==> src/rtl/systolic_feeder_if.sv <==
// Load port, start control and skewed X/W feed bus of the systolic feeder.
interface systolic_feeder_if #(
  parameter int unsigned M          = 5,
  parameter int unsigned N          = 3,
  parameter int unsigned K          = 4,
  parameter int unsigned DATA_WIDTH = 32,
  parameter int unsigned ADDR_WIDTH = 8
) ();
  logic                    ld_valid;
  logic                    ld_sel;
  logic [ADDR_WIDTH-1:0]   ld_addr;
  logic [DATA_WIDTH-1:0]   ld_data;
  logic                    ld_ready;
  logic                    start;
  logic                    busy;
  logic                    feed_valid;
  logic [DATA_WIDTH*M-1:0] X;
  logic [DATA_WIDTH*K-1:0] W;
  logic                    done;

  // Controller side: loads operands, starts a sequence, observes the feed.
  modport master (
    output ld_valid, ld_sel, ld_addr, ld_data, start,
    input  ld_ready, busy, feed_valid, X, W, done
  );

  // Feeder side.
  modport slave (
    input  ld_valid, ld_sel, ld_addr, ld_data, start,
    output ld_ready, busy, feed_valid, X, W, done
  );
endinterface

==> src/rtl/systolic_feeder.sv <==
// Stages A (MxN) and B (NxK) and streams them diagonally skewed onto the
// X/W lanes of a systolic MAC array, then zero-flushes and pulses done.
module systolic_feeder #(
  parameter int unsigned M          = 5,
  parameter int unsigned N          = 3,
  parameter int unsigned K          = 4,
  parameter int unsigned DATA_WIDTH = 32,
  parameter int unsigned ADDR_WIDTH = 8
) (
  input  logic             clk,
  input  logic             rst_n,
  systolic_feeder_if.slave bus
);

  localparam int unsigned MN         = M * N;
  localparam int unsigned NK         = N * K;
  localparam int unsigned MAX_MK     = (M > K) ? M : K;
  localparam int unsigned FEED_LAST  = N + MAX_MK - 2;
  localparam int unsigned FLUSH_LAST = N + M + K - 1;
  localparam int unsigned T_W        = $clog2(N + M + K + 1);
  localparam int unsigned A_IW       = (MN > 1) ? $clog2(MN) : 1;
  localparam int unsigned B_IW       = (NK > 1) ? $clog2(NK) : 1;
  localparam int unsigned DW         = DATA_WIDTH;

  localparam logic [ADDR_WIDTH:0] A_LIM = (ADDR_WIDTH+1)'(MN);
  localparam logic [ADDR_WIDTH:0] B_LIM = (ADDR_WIDTH+1)'(NK);

  typedef enum logic [1:0] {IDLE, FEED, FLUSH} state_e;

  state_e            state_q, state_d;
  logic [T_W-1:0]    t_q, t_d;
  logic [DW*M-1:0]   x_q, x_d;
  logic [DW*K-1:0]   w_q, w_d;
  logic              busy_q, busy_d;
  logic              fv_q, fv_d;
  logic              done_q, done_d;
  logic              feed_en;
  logic              ld_ready_c;
  logic              ld_fire;
  logic [DW-1:0]     a_q [MN];
  logic [DW-1:0]     b_q [NK];

  assign ld_ready_c     = (state_q == IDLE) && !bus.start;
  assign ld_fire        = bus.ld_valid && ld_ready_c;
  assign bus.ld_ready   = ld_ready_c;
  assign bus.busy       = busy_q;
  assign bus.feed_valid = fv_q;
  assign bus.X          = x_q;
  assign bus.W          = w_q;
  assign bus.done       = done_q;

  // Operand storage; out-of-range addresses are dropped.
  always_ff @(posedge clk) begin
    if (!rst_n) begin
      for (int i = 0; i < int'(MN); i++) a_q[i] <= '0;
      for (int i = 0; i < int'(NK); i++) b_q[i] <= '0;
    end else if (ld_fire) begin
      if (!bus.ld_sel && ({1'b0, bus.ld_addr} < A_LIM)) begin
        a_q[A_IW'(bus.ld_addr)] <= bus.ld_data;
      end else if (bus.ld_sel && ({1'b0, bus.ld_addr} < B_LIM)) begin
        b_q[B_IW'(bus.ld_addr)] <= bus.ld_data;
      end
    end
  end

  // Sequencer state, step counter and registered outputs.
  always_ff @(posedge clk) begin
    if (!rst_n) begin
      state_q <= IDLE;
      t_q     <= '0;
      x_q     <= '0;
      w_q     <= '0;
      busy_q  <= 1'b0;
      fv_q    <= 1'b0;
      done_q  <= 1'b0;
    end else begin
      state_q <= state_d;
      t_q     <= t_d;
      x_q     <= x_d;
      w_q     <= w_d;
      busy_q  <= busy_d;
      fv_q    <= fv_d;
      done_q  <= done_d;
    end
  end

  // Next state and the skewed lane data for the step being registered.
  always_comb begin
    state_d = state_q;
    t_d     = t_q;
    busy_d  = 1'b0;
    fv_d    = 1'b0;
    done_d  = 1'b0;
    feed_en = 1'b0;
    x_d     = '0;
    w_d     = '0;

    case (state_q)
      IDLE: begin
        if (bus.start) begin
          state_d = FEED;
          t_d     = '0;
          busy_d  = 1'b1;
          fv_d    = 1'b1;
          feed_en = 1'b1;
        end
      end
      FEED: begin
        t_d    = t_q + T_W'(1);
        busy_d = 1'b1;
        if (t_q == T_W'(FEED_LAST)) begin
          state_d = FLUSH;
        end else begin
          fv_d    = 1'b1;
          feed_en = 1'b1;
        end
      end
      FLUSH: begin
        if (t_q == T_W'(FLUSH_LAST)) begin
          state_d = IDLE;
          t_d     = '0;
          done_d  = 1'b1;
        end else begin
          t_d    = t_q + T_W'(1);
          busy_d = 1'b1;
        end
      end
      default: state_d = IDLE;
    endcase

    if (feed_en) begin
      for (int i = 0; i < int'(M); i++) begin
        automatic int d = int'(t_d) - i;
        if (d >= 0 && d < int'(N)) x_d[DW*i +: DW] = a_q[A_IW'(i * int'(N) + d)];
      end
      for (int j = 0; j < int'(K); j++) begin
        automatic int d = int'(t_d) - j;
        if (d >= 0 && d < int'(N)) w_d[DW*j +: DW] = b_q[B_IW'(d * int'(K) + j)];
      end
    end
  end

endmodule

==> src/flat_wrapper.sv <==
// flat-port wrapper written by rule: the top's interface ports become plain ports
module systolic_feeder_flat 
#(
  parameter int unsigned M          = 5,
  parameter int unsigned N          = 3,
  parameter int unsigned K          = 4,
  parameter int unsigned DATA_WIDTH = 32,
  parameter int unsigned ADDR_WIDTH = 8
)
  (clk, rst_n, bus_ld_valid, bus_ld_sel, bus_ld_addr, bus_ld_data, bus_start, bus_ld_ready, bus_busy, bus_feed_valid, bus_X, bus_W, bus_done);
  systolic_feeder_if #(.M(M), .N(N), .K(K), .DATA_WIDTH(DATA_WIDTH), .ADDR_WIDTH(ADDR_WIDTH)) bus_i ();
  input  logic clk;
  input  logic rst_n;
  input wire logic [$bits(bus_i.ld_valid)-1:0] bus_ld_valid;
  input wire logic [$bits(bus_i.ld_sel)-1:0] bus_ld_sel;
  input wire logic [$bits(bus_i.ld_addr)-1:0] bus_ld_addr;
  input wire logic [$bits(bus_i.ld_data)-1:0] bus_ld_data;
  input wire logic [$bits(bus_i.start)-1:0] bus_start;
  output wire logic [$bits(bus_i.ld_ready)-1:0] bus_ld_ready;
  output wire logic [$bits(bus_i.busy)-1:0] bus_busy;
  output wire logic [$bits(bus_i.feed_valid)-1:0] bus_feed_valid;
  output wire logic [$bits(bus_i.X)-1:0] bus_X;
  output wire logic [$bits(bus_i.W)-1:0] bus_W;
  output wire logic [$bits(bus_i.done)-1:0] bus_done;
  assign bus_i.ld_valid = bus_ld_valid;
  assign bus_i.ld_sel = bus_ld_sel;
  assign bus_i.ld_addr = bus_ld_addr;
  assign bus_i.ld_data = bus_ld_data;
  assign bus_i.start = bus_start;
  assign bus_ld_ready = bus_i.ld_ready;
  assign bus_busy = bus_i.busy;
  assign bus_feed_valid = bus_i.feed_valid;
  assign bus_X = bus_i.X;
  assign bus_W = bus_i.W;
  assign bus_done = bus_i.done;
  systolic_feeder #(.M(M), .N(N), .K(K), .DATA_WIDTH(DATA_WIDTH), .ADDR_WIDTH(ADDR_WIDTH)) u_core (.clk(clk), .rst_n(rst_n), .bus(bus_i));
endmodule
==> config.mk <==
export PLATFORM = sky130hd
export DESIGN_NAME = systolic_feeder_flat
export DESIGN_NICKNAME = d
export VERILOG_FILES = /design/src/rtl/systolic_feeder_if.sv /design/src/rtl/systolic_feeder.sv /design/src/flat_wrapper.sv
export SDC_FILE = /design/constraint.sdc
export NUM_CORES = 2
export LEC_CHECK = 0
export CORE_ASPECT_RATIO = 0.75
export CORE_MARGIN = 2
export CORE_UTILIZATION = 45
export CTS_CLUSTER_SIZE = 8
export DETAILED_ROUTE_END_ITERATION = 16
export PLACE_DENSITY = 0.74
export SLEW_MARGIN = 20
export SYNTH_ARGS = -nofsm -noshare
export SYNTH_HDL_FRONTEND = slang
export SYNTH_SLANG_ARGS = --single-unit
==> constraint.sdc <==
create_clock -name clk -period 8 [get_ports clk]
set_input_delay 1.6 -clock clk [delete_from_list [all_inputs] [get_ports clk]]
set_output_delay 1.6 -clock clk [all_outputs]
set_load 0.01 [all_outputs]
==> metrics.csv <==
metric,value,unit
die area,126000,um2
P_leak,25.0,nW
Layout Nets,4199,
Synth Area per Inst,15.1,um2
max-cap violations,0,
Switch Pwr,0.00372,W
vias per cell,5.58,
Die Wd,409,um
Crit. End Element,flip-flop,
final hold vios,0,
P_int,0.0127,W
GP Congestion,0.832,
post-CTS setup buffers,0,
die height,308,um
gate count of the mapped netlist,3669,
routed wire length,154,mm
Synth area leaders,"edfxtp_1, dfxtp_1, and2_1",
standard-cell rows,111,
Inserted Clock Buffers,183,
drt drc,0,
Peak Freq,189,MHz
# port buffers,336,
"Req. time, crit path",8.61,ns
CP Class,primary input to flip-flop,
"flops & latches, synth",1321,
# resized after CTS,0,
via count,33100,
post-synth top area cell,edfxtp_1,
RSZ-0062 raised after global routing,false,
area grow syn2layout,20.0,%
Worst-Skew Late Latency,0.77,ns
Mapped Area,55500,um2
CTS root buf,clkbuf_16,
Storage cell area,36700,um2
GRT Total Usage,0.243,
initial antenna violation count,12,
outcome,completed,
fin crit share,0.661,
Tmin final,5.29,ns
switching share of total power,0.227,
# clock sinks,1321,
Top-Level Pins,337,
Final setup viols,0,
Power Density,247,nW/um2
core box area,122000,um2
number of flops mapped to enable cells by yosys,1024,
worst-path fanout max,77,
post-synth top area share,0.554,
CTS tree,done,
placed insts,5589,
Ys Warns,0,
clock share of power,0.442,
largest net degree at the start of global routing,123,
Worst setup SP type,primary input,
max_slew headroom,0.206,
ys async rst share,0,
"CTS clk-pin slew, worst paths",0.05,ns
post-synthesis sequential area ratio,0.661,
DRC marker count from the first detailed-route iteration,3997,
TNS Setup,0,ns
Comb power frac,0.088,
Reg2Reg Setup Slack,3.14,ns
DR WL/cell,26.0,um
"Remaining Overflow, GRT",0,
"Arr. time, crit path",5.90,ns
first-pass GRT wire length,225,mm
Hold Path Stages,2,
layout cells sized above 1,0.141,
VDD IR-drop max,0.173,mV
most common cell in the netlist,edfxtp_1,
number of fill cells,9612,
Yosys cell types,60,
H-tree levels,4,
r2r worst-path depth,11,
Synth Flop Type,edfxtp_1,
vias in the first global route,33000,
"top cells by count, synth","edfxtp_1, and2_1, dfxtp_1",
multi-input logic area,18300,um2
Initial Utilization,0.454,
HPWL Detailed,92.8,mm
post-route insts no fill,5931,
worst hold-check path type,flip-flop to flip-flop,
antenna-violating nets left,0,
Hold Buf Count CTS,0,
final setup skew,0.0294,ns
max-slew violation count,0,
Worst-Margin Slew,1.19,ns
DR pass1 iterations,6,
clock buffer depth,3,
part of the power in registers,0.470,
## layout by cell type, fill, tap and decap left out, types with 81 or more instances in the layout
cell type and count:
a22o_1 81, and2_1 866, buf_4 93, clkbuf_1 139, clkbuf_16 189, clkdlybuf4s50_1 322, conb_1 160, dfxtp_1 297
edfxtp_1 1024, mux2i_1 256, mux4_2 224, nand3_1 95, nor2_1 128, nor2b_1 129
## stage by stage
step                hold WS [ns]  utilization  worst slack (ns)  total power (W)  area, um2
floorplan                  0.478            -              2.36          0.00882      56100
global placement           0.624        0.501              2.10          0.00926      61200
finish                     0.644        0.545              2.71           0.0164      66600
CTS                        0.642        0.545              2.74           0.0165      66600
detailed placement         0.628        0.501              1.97          0.00929      61200
global route               0.661        0.545              2.46           0.0169      66600
## area by class of cell
cell class,instances,share of cell area
flip-flops and latches,1321,0.551
multi-input cells,2185,0.274
clock buffers,329,0.0790
repair buffers,436,0.0622
well taps,1638,0.0308
clock inverters,8,0.00193
inverters,12,0.000864
diodes,2,0.0000751
## critical path: stages
cell and delay, ns:
clkdlybuf4s50_1 0.52, or3_4 0.16, inv_2 0.04, a21oi_1 0.19
o22a_4 0.68, inv_6 0.47, ha_1 0.41, o211ai_1 0.13
nand2_1 0.12, and4b_1 0.23, o21ai_4 0.58, buf_4 0.53
nor2b_1 0.11
## layer usage
layer,wire length (um),up-vias,GRT usage
li1,-,14200,-
met1,65700,16900,0.348
met2,69500,1706,0.364
met3,14900,289,0.0617
met4,4250,10,0.0793
met5,63,-,0
## state kept, by name, indices dropped and copies added, names as in the netlist
| register | cells |
|---|---|
| u_core.bus.done | 1 |
| u_core.a_q | 512 |
| u_core.t_q | 4 |
| u_core.state_q | 2 |
| u_core.bus.X | 160 |
| u_core.bus.busy | 1 |
| u_core.b_q | 512 |
| u_core.bus.feed_valid | 1 |
| u_core.bus.W | 128 |
## power by group through the flow
stage               combinational [W]  clock [W]  sequential (W)
floorplan                    0.000971          0         0.00785
CTS                           0.00144    0.00732         0.00773
detailed placement            0.00143          0         0.00786
finish                        0.00145    0.00725         0.00773
global route                  0.00153    0.00762         0.00774
global placement              0.00142          0         0.00785
## path summary, 6_finish.rpt
check | from | endpoint
worst max-delay path | bus_start | u_core.bus.W[120]
worst min-delay path | u_core.t_q[3] | u_core.bus.done
worst max register to register | u_core.t_q[0] | u_core.bus.W[74]
worst min register to register | u_core.t_q[3] | u_core.bus.done
## cell families after synthesis
family / Yosys count / synth area share
and+or+nand+nor: 1336 / 0.144
other: 1 / 0.0000676
DFF: 1321 / 0.661
muxes: 480 / 0.137
AOI/OAI and AO/OA: 190 / 0.0266
buffers and inverters: 322 / 0.0275
xor gates and xnor gates: 3 / 0.000474
adders and majority gates: 16 / 0.00356
No activity file was read; power rests on OpenSTA's default activity.
